### src/rtl/neuron_pkg.sv
// Shared Q4.4 constants and FSM state encoding for the neuron MAC block.
package neuron_pkg;

  localparam int Q_DW = 8;
  localparam int FRAC = 4;
  localparam logic [7:0] QMAX = 8'h7F;
  localparam logic [7:0] QMIN = 8'h80;

  typedef enum logic [1:0] {
    ACCUM = 2'd0,
    FINAL = 2'd1,
    OUT   = 2'd2
  } state_e;

endpackage

### src/rtl/neuron_mac_reduce.sv
// Converts the Q8.8 accumulator plus aligned bias back to Q4.4 with an overflow flag.
// NEURON_MAC_SAT_EN selects clamping instead of two's-complement wrap.
module neuron_mac_reduce #(
  parameter int DW = 8,
  parameter int AW = 18
) (
  input  logic signed [AW-1:0] acc_i,
  input  logic signed [AW-1:0] bias_i,
  output logic        [DW-1:0] z_o,
  output logic                 ovf_o
);
  import neuron_pkg::*;

  logic signed [AW-1:0] sum_s;
  logic signed [AW-1:0] shifted_s;
  logic        [AW-DW:0] hi_s;

  // A value fits DW signed bits exactly when every bit from the sign position up agrees.
  always_comb begin
    sum_s     = acc_i + bias_i;
    shifted_s = sum_s >>> FRAC;
    hi_s      = shifted_s[AW-1:DW-1];
    ovf_o     = !((&hi_s) || !(|hi_s));
`ifdef NEURON_MAC_SAT_EN
    if (ovf_o) begin
      z_o = shifted_s[AW-1] ? {1'b1, {(DW-1){1'b0}}} : {1'b0, {(DW-1){1'b1}}};
    end else begin
      z_o = shifted_s[DW-1:0];
    end
`else
    z_o = shifted_s[DW-1:0];
`endif
  end

endmodule

### src/rtl/neuron_mac.sv
// Streaming multiply-accumulate neuron: N_INPUTS x/w beats, bias, Q4.4 result handshake.
// Define NEURON_MAC_SAT_EN to saturate the result instead of wrapping.
module neuron_mac #(
  parameter int N_INPUTS = 2,
  parameter int DW       = 8
) (
  input  logic                 clk,
  input  logic                 rst_n,
  input  logic                 in_valid,
  output logic                 in_ready,
  input  logic signed [DW-1:0] x_data,
  input  logic signed [DW-1:0] w_data,
  input  logic signed [DW-1:0] bias,
  output logic                 z_valid,
  input  logic                 z_ready,
  output logic signed [DW-1:0] z_value,
  output logic                 z_ovf
);
  import neuron_pkg::*;

  localparam int AW = 2*DW + $clog2(N_INPUTS) + 1;
  localparam int CW = (N_INPUTS > 1) ? $clog2(N_INPUTS) : 1;
  localparam logic [CW-1:0] LAST = CW'(N_INPUTS - 1);

  state_e               state_q, state_d;
  logic        [CW-1:0] cnt_q, cnt_d;
  logic signed [AW-1:0] acc_q, acc_d;
  logic        [DW-1:0] z_value_q, z_value_d;
  logic                 z_ovf_q, z_ovf_d;
  logic                 z_valid_q, z_valid_d;
  logic                 in_ready_q, in_ready_d;

  logic signed [2*DW-1:0] prod_s;
  logic signed [AW-1:0]   prod_ext_s;
  logic signed [AW-1:0]   bias_al_s;
  logic        [DW-1:0]   red_z_s;
  logic                   red_ovf_s;

  assign prod_s     = x_data * w_data;
  assign prod_ext_s = {{(AW-2*DW){prod_s[2*DW-1]}}, prod_s};
  assign bias_al_s  = {{(AW-DW-FRAC){bias[DW-1]}}, bias, {FRAC{1'b0}}};

  neuron_mac_reduce #(
    .DW (DW),
    .AW (AW)
  ) u_reduce (
    .acc_i  (acc_q),
    .bias_i (bias_al_s),
    .z_o    (red_z_s),
    .ovf_o  (red_ovf_s)
  );

  // Next-state logic; handshake outputs are derived from the next state so they come straight from flops.
  always_comb begin
    state_d   = state_q;
    cnt_d     = cnt_q;
    acc_d     = acc_q;
    z_value_d = z_value_q;
    z_ovf_d   = z_ovf_q;
    case (state_q)
      ACCUM: begin
        if (in_valid && in_ready_q) begin
          acc_d = acc_q + prod_ext_s;
          if (cnt_q == LAST) begin
            cnt_d   = {CW{1'b0}};
            state_d = FINAL;
          end else begin
            cnt_d = cnt_q + CW'(1);
          end
        end else begin
          acc_d = acc_q;
        end
      end
      FINAL: begin
        z_value_d = red_z_s;
        z_ovf_d   = red_ovf_s;
        acc_d     = {AW{1'b0}};
        state_d   = OUT;
      end
      OUT: begin
        if (z_ready) begin
          state_d = ACCUM;
        end else begin
          state_d = OUT;
        end
      end
      default: begin
        state_d = ACCUM;
        cnt_d   = {CW{1'b0}};
        acc_d   = {AW{1'b0}};
      end
    endcase
    z_valid_d  = (state_d == OUT);
    in_ready_d = (state_d == ACCUM);
  end

  // State and output registers.
  always_ff @(posedge clk or negedge rst_n) begin
    if (!rst_n) begin
      state_q    <= ACCUM;
      cnt_q      <= {CW{1'b0}};
      acc_q      <= {AW{1'b0}};
      z_value_q  <= {DW{1'b0}};
      z_ovf_q    <= 1'b0;
      z_valid_q  <= 1'b0;
      in_ready_q <= 1'b0;
    end else begin
      state_q    <= state_d;
      cnt_q      <= cnt_d;
      acc_q      <= acc_d;
      z_value_q  <= z_value_d;
      z_ovf_q    <= z_ovf_d;
      z_valid_q  <= z_valid_d;
      in_ready_q <= in_ready_d;
    end
  end

  assign in_ready = in_ready_q;
  assign z_valid  = z_valid_q;
  assign z_value  = z_value_q;
  assign z_ovf    = z_ovf_q;

endmodule

### config.mk
export PLATFORM = sky130hd
export DESIGN_NAME = neuron_mac
export DESIGN_NICKNAME = d
export VERILOG_FILES = /design/src/rtl/neuron_pkg.sv /design/src/rtl/neuron_mac_reduce.sv /design/src/rtl/neuron_mac.sv
export SDC_FILE = /design/constraint.sdc
export NUM_CORES = 1
export LEC_CHECK = 0
export BUFFER_PORTS_ARGS = -buffer_cell sky130_fd_sc_hd__buf_4
export CAP_MARGIN = 20
export CORE_ASPECT_RATIO = 1.1
export CORE_MARGIN = 2
export CORE_UTILIZATION = 55
export CTS_CLUSTER_SIZE = 12
export DETAILED_ROUTE_END_ITERATION = 7
export GPL_TIMING_DRIVEN = 0
export PLACE_DENSITY = 0.85
export SKIP_LAST_GASP = 1
export SLEW_MARGIN = 20
export SYNTH_ARGS = -nofsm -noshare
export SYNTH_HDL_FRONTEND = slang
export SYNTH_SLANG_ARGS = --single-unit
export TNS_END_PERCENT = 30
### constraint.sdc
create_clock -name clk -period 12.7 [get_ports clk]
set_input_delay 2.54 -clock clk [delete_from_list [all_inputs] [get_ports clk]]
set_output_delay 2.54 -clock clk [all_outputs]
set_load 0.01 [all_outputs]
==> out/metrics.cfg <==
[floorplanning]
die_w_um=95.1
rows=36
initial_core_util=0.566
io_pins=39
design.core.area_um2=8870
die_h_um=104
die_area_um2=9910

[logic_synthesis]
async_flop_share=1.00
syn_nets=690
avgSynthCellArea_um2=9.62
synth_top_cells_by_area=fa_1 32%, dfrtp_1 16%, ha_1 15%, inv_1 7.0%, xnor2_1 4.2%
synth_commonest_cells=93 x inv_1, 81 x fa_1, 59 x ha_1
yosysMostFrequentCell=inv_1
synth_top_cell_by_area=fa_1
synthesis.area_um2=5020
yosysTopAreaCellShare=0.323
seq_area_frac_synth=0.159
ys_ff_latch=32
yosys_warnings=0
synthFlopType=dfrtp_1
yosysUniqueCellTypes=43
syn_inst=522
synth-edff-count=0

[worst_hold_path]
holdPathStages=2
whs_endpoint=acc_q[0]
hp-class=reg -> reg
worstHoldStart=acc_q[0]

[cts]
cts_tree=done
cts_sinks=32
ctsHtreeMaxLevel=2
cts-root-buf=clkbuf_8
clk_pin_slew_ns=0.07
post_cts.repair.setup_buffers=0
postCtsHoldBufs=0
cts_resized=0
numCtsBuffers=5
clock_latency_ns=0.29
cts_buffer_depth=2

[drt]
drc_errors=0
detail_route.wl_per_cell_um=14.6
drt_wl_total_mm=9.98
ant_nets=0
via_per_inst=5.52
drt_pre_antenna_iters=4
drtIter0Drc=165
via_count=3760

[timing]
rsz0062_at_grt=no
max_freq_mhz=136
worstMarginPinSlew_ns=0.687
finClkSkew_ns=0.00731
tns_ns=0
hold_viol=0
min_period_ns=7.36
slew_viol_final=0
post-route-period-util=0.580
relSlewSlack=0.542
setup_viol_count_final=0

[critical_path]
rrSetupSlack_ns=7.90
r2r_start=acc_q[4]
critical_path.startpoint_type=input port
worstPathMaxFanout=11
end_kind=flip-flop
regToRegEndpoint=acc_q[16]
required_ns=12.91
r2r_cells=20
cp.arrival_ns=7.57
critPathKind=in -> reg

[layout]
finalNetCount=734
area_growth_pct=10.6
regArea_um2=801
drive_gt1_frac=0.101
antenna_cells=0
fin_cells=681
fillers=717
multiInputGateArea_um2=3840

[outcome]
status=complete, no violations

[placed_design]
io_buffers=37
place.gp.congestion=0.889
dp_cells=673
hpwl_mm=8.49

[job]
cap_viol_max_count=0

[global_route]
grt_first_pass_wirelength_mm=17.8
grt_max_degree=33
grt_usage=0.222
grt_pass1_vias=3999
antenna_found_initial=0
grt_overflow=0

placed cells by master, fill, tap and decap left out, types with 21 or more instances in the layout:
cell and instances:
inv_1 93, fa_1 81, ha_1 59, nand2_1 49, buf_4 37, and2_1 32, dfrtp_1 32, o21ai_0 29
xnor2_1 24, nor2_1 21
worst max-delay path by stage:
stage / start / to / slack [ns] / cells after the start
after floorplan: w_data[1] / acc_q[17] / 5.53 / 15
after global placement: x_data[7] / acc_q[16] / 5.14 / 17
after detailed placement: w_data[0] / acc_q[16] / 5.06 / 17
after CTS: w_data[0] / acc_q[16] / 5.32 / 17
after global routing: w_data[0] / acc_q[16] / 4.98 / 17
final: w_data[0] / acc_q[16] / 5.34 / 17
cell type report:
class / count / share of cell area
multi-input cells: 390 / 0.692
repair buffers: 37 / 0.0500
clock buffers: 5 / 0.0124
plain buffers: 6 / 0.00406
well taps: 114 / 0.0257
inverters: 94 / 0.0635
clock inverters: 3 / 0.00766
flip-flops and latches: 32 / 0.144
kinds of logic (layout without fill, tap and decap cells):
group | Yosys count | count (layout) | synth area share
AOI/OAI and AO/OA | 74 | 74 | 0.0932
xor gates and xnor gates | 30 | 30 | 0.0523
adders and majority gates | 140 | 140 | 0.470
and+or+nand+nor | 141 | 141 | 0.139
muxes | 5 | 5 | 0.0112
DFF | 32 | 32 | 0.159
buffers and inverters | 100 | 145 | 0.0748
per-layer routing:
layer | part of all wire | GRT usage
met1 | 0.39 | 0.280
met2 | 0.56 | 0.392
met3 | 0.027 | 0.0312
met4 | 0.022 | 0.0590
met5 | 0 | 0
critical path, cell delays in order:
cell and delay (ns):
buf_4 0.13, and2_1 0.58, inv_1 0.14, fa_1 0.50, inv_1 0.05, fa_1 0.52
fa_1 0.46, fa_1 0.60, fa_1 0.43, ha_1 0.30, o21ai_0 0.10, a21boi_0 0.42
o21ai_2 0.15, o21ai_2 0.20, a31oi_1 0.12, xor2_1 0.16, o21ai_0 0.16
sequential cells by signal, indices dropped and copies added (netlist names):
name / cells
acc_q: 18
cnt_q: 1
in_ready: 1
state_q: 2
z_ovf: 1
z_valid: 1
z_value: 8
metrics by stage:
stage	hold WS (ns)	worst slack (ns)	instance area, µm²	utilization
4_1_cts	0.494	5.32	5550	0.626
2_1_floorplan	0.445	5.53	5020	-
5_1_grt	0.532	4.98	5550	0.626
3_3_place_gp	0.461	5.14	5440	0.613
6_report	0.490	5.34	5550	0.626
3_5_place_dp	0.477	5.06	5440	0.613
Power is not shown: default switching activity piles up to over one toggle a cycle in this logic, so the estimate is an artifact.
